`config.mk`:
```
export PLATFORM = sky130hd
export DESIGN_NAME = dst_sel_pipe
export DESIGN_NICKNAME = d
export VERILOG_FILES = /design/src/rtl/dst_sel_pipe_pkg.sv /design/src/rtl/dst_sel_pipe_stage_reg.sv /design/src/rtl/dst_sel_pipe.sv
export SDC_FILE = /design/constraint.sdc
export NUM_CORES = 1
export LEC_CHECK = 0
export CORE_MARGIN = 4
export CORE_UTILIZATION = 39
export DETAILED_ROUTE_END_ITERATION = 7
export HOLD_SLACK_MARGIN = 0.1
export PLACE_DENSITY = 0.84
export SETUP_SLACK_MARGIN = 0.15
export SLEW_MARGIN = 20
export SYNTH_ARGS = -nofsm -noshare
export SYNTH_HDL_FRONTEND = slang
export SYNTH_SLANG_ARGS = --single-unit
```
`constraint.sdc`:
```
create_clock -name clk -period 1.23 [get_ports clk]
set_input_delay 0.123 -clock clk [delete_from_list [all_inputs] [get_ports clk]]
set_output_delay 0.123 -clock clk [all_outputs]
set_load 0.05 [all_outputs]
```
`src/rtl/dst_sel_pipe_pkg.sv`:
```
// dst_sel_pipe_pkg: shared constants for destination-register selection.
//   REGDST_* : encodings of the decoder's regdst field
//   ADDR_W_DEF, RA_ADDR_DEF : default register-address width and link register
package dst_sel_pipe_pkg;
  typedef logic [1:0] regdst_t;

  localparam regdst_t REGDST_RT   = 2'b00;
  localparam regdst_t REGDST_RD   = 2'b01;
  localparam regdst_t REGDST_RA   = 2'b10;
  localparam regdst_t REGDST_NONE = 2'b11;

  localparam int ADDR_W_DEF  = 5;
  localparam int RA_ADDR_DEF = 31;
endpackage

```
`src/rtl/dst_sel_pipe_stage_reg.sv`:
```
// dst_stage_reg: one {dst, we} pipeline slot.
//   clk, rst_n     : clock, async active-low reset (clears slot)
//   clear          : load {0,0}; wins over load/hold
//   load           : capture d_dst/d_we; otherwise hold
//   d_dst, d_we    : next-slot data
//   q_dst, q_we    : registered slot
module dst_stage_reg #(
  parameter int ADDR_W = 5
) (
  input  logic              clk,
  input  logic              rst_n,
  input  logic              clear,
  input  logic              load,
  input  logic [ADDR_W-1:0] d_dst,
  input  logic              d_we,
  output logic [ADDR_W-1:0] q_dst,
  output logic              q_we
);
  always_ff @(posedge clk or negedge rst_n) begin
    if (!rst_n) begin
      q_dst <= '0;
      q_we  <= 1'b0;
    end else if (clear) begin
      q_dst <= '0;
      q_we  <= 1'b0;
    end else if (load) begin
      q_dst <= d_dst;
      q_we  <= d_we;
    end
  end
endmodule

```
`src/rtl/dst_sel_pipe.sv`:
```
// dst_sel_pipe: picks the write-back destination (rt / rd / link / none) and
// carries {dst, we} through STAGES slots, exposing every slot for forwarding.
//   clk, rst_n            : clock, async active-low reset
//   rt_i, rd_i, regdst_i  : decoded fields and destination mode
//   regwrite_i, valid_i   : write intent and slot-valid
//   stall_i, flush_i      : freeze whole pipe / kill the stage-0 load
//   src_a_i, src_b_i      : decode-stage sources for hazard compare
//   dst_o, we_o           : per-stage dst (stage k at [k*ADDR_W +: ADDR_W]) / we
//   wb_dst_o, wb_we_o     : last stage, to the register file
//   hit_a_o, hit_b_o      : stage k writes src_a_i / src_b_i
// Build option: define DST_SEL_PIPE_HAZARD_EN to generate the hazard compares;
// otherwise hit_* are tied low and src_* are ignored.
module dst_sel_pipe
  import dst_sel_pipe_pkg::*;
#(
  parameter int ADDR_W  = ADDR_W_DEF,
  parameter int STAGES  = 3,
  parameter int RA_ADDR = RA_ADDR_DEF
) (
  input  logic                     clk,
  input  logic                     rst_n,
  input  logic [ADDR_W-1:0]        rt_i,
  input  logic [ADDR_W-1:0]        rd_i,
  input  logic [1:0]               regdst_i,
  input  logic                     regwrite_i,
  input  logic                     valid_i,
  input  logic                     stall_i,
  input  logic                     flush_i,
  input  logic [ADDR_W-1:0]        src_a_i,
  input  logic [ADDR_W-1:0]        src_b_i,
  output logic [STAGES*ADDR_W-1:0] dst_o,
  output logic [STAGES-1:0]        we_o,
  output logic [ADDR_W-1:0]        wb_dst_o,
  output logic                     wb_we_o,
  output logic [STAGES-1:0]        hit_a_o,
  output logic [STAGES-1:0]        hit_b_o
);
  logic [ADDR_W-1:0]             sel;
  logic                          eff_we;
  logic [STAGES-1:0][ADDR_W-1:0] dst_q;
  logic [STAGES-1:0]             we_q;

  always_comb begin
    sel = '0;
    case (regdst_i)
      REGDST_RT: sel = rt_i;
      REGDST_RD: sel = rd_i;
      REGDST_RA: sel = ADDR_W'(RA_ADDR);
      default:   sel = '0;
    endcase
  end

  // r0 is hardwired, so a write to it is dropped here rather than at the RF.
  assign eff_we = valid_i & regwrite_i & (regdst_i != REGDST_NONE) & (|sel);

  // Flush clears only stage 0; later stages still obey stall.
  genvar k;
  generate
    for (k = 0; k < STAGES; k++) begin : g_stg
      if (k == 0) begin : g_head
        dst_stage_reg #(.ADDR_W(ADDR_W)) u_stg (
          .clk(clk), .rst_n(rst_n), .clear(flush_i), .load(~stall_i),
          .d_dst(sel), .d_we(eff_we), .q_dst(dst_q[0]), .q_we(we_q[0]));
      end else begin : g_tail
        dst_stage_reg #(.ADDR_W(ADDR_W)) u_stg (
          .clk(clk), .rst_n(rst_n), .clear(1'b0), .load(~stall_i),
          .d_dst(dst_q[k-1]), .d_we(we_q[k-1]), .q_dst(dst_q[k]), .q_we(we_q[k]));
      end
    end
  endgenerate

  assign dst_o    = dst_q;
  assign we_o     = we_q;
  assign wb_dst_o = dst_q[STAGES-1];
  assign wb_we_o  = we_q[STAGES-1];

`ifdef DST_SEL_PIPE_HAZARD_EN
  generate
    for (k = 0; k < STAGES; k++) begin : g_hz
      assign hit_a_o[k] = we_q[k] & (dst_q[k] == src_a_i) & (|src_a_i);
      assign hit_b_o[k] = we_q[k] & (dst_q[k] == src_b_i) & (|src_b_i);
    end
  endgenerate
`else
  logic unused_src;
  assign unused_src = ^{src_a_i, src_b_i};
  assign hit_a_o = '0;
  assign hit_b_o = '0;
`endif
endmodule

```
==> metrics.csv <==
stage,metric,value,unit
status,outcome,"complete, no violations",
logic_synthesis,Synth Instances,88,
finish,combined area of the multi-input logic cells,432,sq um
drt,Residual DRC,0,
worst_setup_path,Required @ worst endpoint,1.41,ns
finish,final core utilization,0.756,
finish,Antenna Diode Count,0,
clock_network,setup fix buffers added after clock tree synthesis,0,
logic_synthesis,share of cell area taken by muxes after synthesis,0.143,
finish,relative area change from synthesis to final layout,80.6,%
job,max-capacitance violation count,0,
logic_synthesis,async set-reset flop share out of synthesis,1.00,
power_and_ir_drop,leakage power figure,0.758,nW
finish,non-filler cells in the finished layout,156,
timing,Final Cycle Share,0.866,
finish,Fillers,146,
logic_synthesis,most common cell in the netlist,dfrtp_1,
global_routing,global-route wire length before repair,4300,microns
power_and_ir_drop,part of the power in registers,0.393,
placed_design,HPWL Detailed,1960,microns
finish,footprint of the flip-flops and latches,455,sq um
global_routing,global route total overflow,0,
clock_network,Clock Root Buffer,clkbuf_4,
clock_network,clock input transition at the sequential cells of the worst setup and hold paths,0.10,ns
drt,routed wire length,2730,microns
clock_network,count of H-tree levels built during CTS,1,
logic_synthesis,share of the synthesized area in the top cell type,0.477,
drt,Avg Vias per Cell,5.31,
logic_synthesis,most used flip-flop cell after synthesis,dfrtp_1,
worst_setup_path,Worst Setup End Kind,flop,
clock_network,Clock Latency Late Sink,0.28,ns
drt,total vias in the final route,828,
timing,Post-Route Skew,0.000305,ns
worst_setup_path,worst reg-to-reg setup slack,0.37,ns
clock_network,clk sinks,18,
clock_network,hold bufs inserted after CTS,0,
logic_synthesis,post-synthesis compound-gate area fraction,0.105,
logic_synthesis,"share of synthesized cell area in and, or, nand and nor gates",0.119,
clock_network,CTS tree,yes,
power_and_ir_drop,power share of the combinational group,0.449,
clock_network,number of CTS-inserted buffers,3,
logic_synthesis,cell accounting for the most synthesized area,dfrtp_1,
worst_setup_path,signal arrival time at the worst endpoint,1.24,ns
drt,DR iter-0 viols,12,
timing,final hold violation count,0,
logic_synthesis,synthesized area,943,sq um
global_routing,via count of the first global-routing pass,833,
drt,detailed-routing iteration count for the pre-antenna-repair pass,4,
logic_synthesis,Seq cells post-synth,18,
floorplan,number of primary I/O pins,58,
logic_synthesis,"top cells by count, synth","dfrtp_1 (18), buf_4 (14), mux2_2 (12)",
min_path,worst hold-check path type,in2async,
logic_synthesis,adder-cell share of the synthesized area,0,
logic_synthesis,sequential element share of the synthesized area,0.477,
placed_design,placed cell areas,1580,sq um
global_routing,global-route usage over all layers,0.168,
worst_setup_path,Critical Setup Path Class,in2reg,
logic_synthesis,number of enable-type register cells in the synthesized netlist,0,
placed_design,PortBufs,41,
floorplan,die height,57.2,microns
power_and_ir_drop,power density normalized to cell area,1070,nW/um^2
logic_synthesis,top area cells in the synthesized netlist,"dfrtp_1 (48%), mux2_2 (14%), buf_4 (11%), a211oi_1 (4.8%), a21oi_1 (3.7%)",
power_and_ir_drop,internal cell power,1.15,mW
finish,final-stage net count,158,
drt,average detailed-routed wire length per instance,17.5,microns
finish,proportion of layout cells with a drive suffix above 1,0.492,
logic_synthesis,fraction of synthesized cell area in xor and xnor cells,0,
timing,Hold Slack,0.160,ns
floorplan,Placement Rows,17,
logic_synthesis,distinct cell type count after synthesis,18,
timing,f_max,0.938,GHz
power_and_ir_drop,post-layout total power,1.83,mW
floorplan,Initial Utilization,0.418,
worst_setup_path,Critical Path Start Type,input port,
floorplan,Die Span X,57.2,microns
power_and_ir_drop,share of power burned in the clock network,0.157,
timing,unrepaired setup endpoints after global routing,true,
clock_network,clock buffer depth,2,
global_routing,antenna violations before repair,0,
worst_setup_path,largest driver fanout on the critical path,2,
placed_design,placed cell count,151,
power_and_ir_drop,Sw Pwr,0.680,mW
logic_synthesis,combinational family with the most area after synthesis,buffers and inverters,
timing,Pins Over Slew Limit,0,
placed_design,routability cong.,0.777,
floorplan,Die Outline Area,3270,sq um
power_and_ir_drop,net switching fraction of the power,0.372,
timing,"Setup violations, final",0,
global_routing,maximum number of pins on one net before global-route repair,19,
drt,Post-DRT Antenna Nets,0,
logic_synthesis,mean instance size in the synthesized netlist,10.7,sq um
floorplan,Core Area,2250,sq um
logic_synthesis,total number of yosys warnings,0,
timing,post-layout min period,1.07,ns
finish,final instance area,1700,sq um
power_and_ir_drop,peak supply drop,0.626,mV
## final timing paths
kind | start | endpoint | depth (start not counted)
min in group clk | stall_i | g_stg[2].g_tail.u_stg.q_dst[2] | 3
worst max-delay path | rd_i[1] | g_stg[0].g_head.u_stg.q_we | 5
worst max register to register | g_stg[2].g_tail.u_stg.q_dst[3] | g_stg[2].g_tail.u_stg.q_dst[3] | 1
max in group asynchronous | rst_n | g_stg[2].g_tail.u_stg.q_dst[1] | 2
worst min register to register | g_stg[1].g_tail.u_stg.q_dst[0] | g_stg[1].g_tail.u_stg.q_dst[0] | 1
worst min-delay path | rst_n | g_stg[2].g_tail.u_stg.q_dst[2] | 2
## final cells by class
cell class | instances | share of cell area
clock buffers | 3 | 0.0132
well taps | 28 | 0.0206
multi-input cells | 56 | 0.253
flip-flops and latches | 18 | 0.267
repair buffers | 51 | 0.446
## power groups by stage
stage	clock [mW]	combinational (mW)	sequential, mW
2_1_floorplan	0	0.274	0.843
6_report	0.288	0.821	0.719
3_5_place_dp	0	0.787	0.727
5_1_grt	0.326	0.849	0.725
4_1_cts	0.285	0.796	0.717
3_3_place_gp	0	0.769	0.720
## flip-flops by register name (all words and copies together) (netlist names)
name and count:
g_stg.g_tail.u_stg.q_we 2, g_stg.g_head.u_stg.q_dst 5, g_stg.g_tail.u_stg.q_dst 10, g_stg.g_head.u_stg.q_we 1
## cells by family after synthesis
logic type | Yosys count
other | 1
AO/OA/AOI/OAI | 16
buffers and inverters | 19
flip-flops | 18
multiplexers | 12
AND/OR/NAND/NOR | 22
## metrics by stage
stage,setup slack [ns],TNS (ns)
after floorplan,0.208,0
after global placement,-0.178,-0.729
after detailed placement,-0.205,-1.40
after CTS,0.135,0
after global routing,0.102,0
final,0.164,0
## layer usage
metal | GRT usage | wire, microns | part of all wire | vias up
met2 | 0.299 | 1420 | 0.52 | 52
met3 | 0.0317 | 229 | 0.084 | 6
met5 | 0 | 0 | 0 | -
met4 | 0.0596 | 33 | 0.012 | 0
li1 | - | - | - | 369
met1 | 0.203 | 1040 | 0.38 | 401
## critical path: stages
cell	delay, ns
clkdlybuf4s50_1	0.45
nor3_1	0.27
o21ai_0	0.14
a21oi_1	0.16
o22ai_1	0.10
## cells in the final DEF, fill, tap and decap left out, types with 2 or more instances in the layout
cell / n
buf_12: 25
dfrtp_1: 14
clkdlybuf4s50_1: 13
mux2_2: 12
a21oi_1: 7
nor2_1: 6
conb_1: 6
buf_4: 6
nand2b_1: 5
nor3_2: 4
a211oi_2: 4
dfrtp_2: 4
dlymetal6s2s_1: 4
nor3_1: 3
clkbuf_4: 3
buf_6: 3
nand2_1: 2
## timing repair
| item | CTS | global route |
|---|---|---|
| cloned | 0 | 2 |
| pin swaps | 0 | 2 |
| setup endpoints to repair | 5 | 14 |
| gates resized for setup | 5 | 21 |
(Power assumes the default switching activity.)
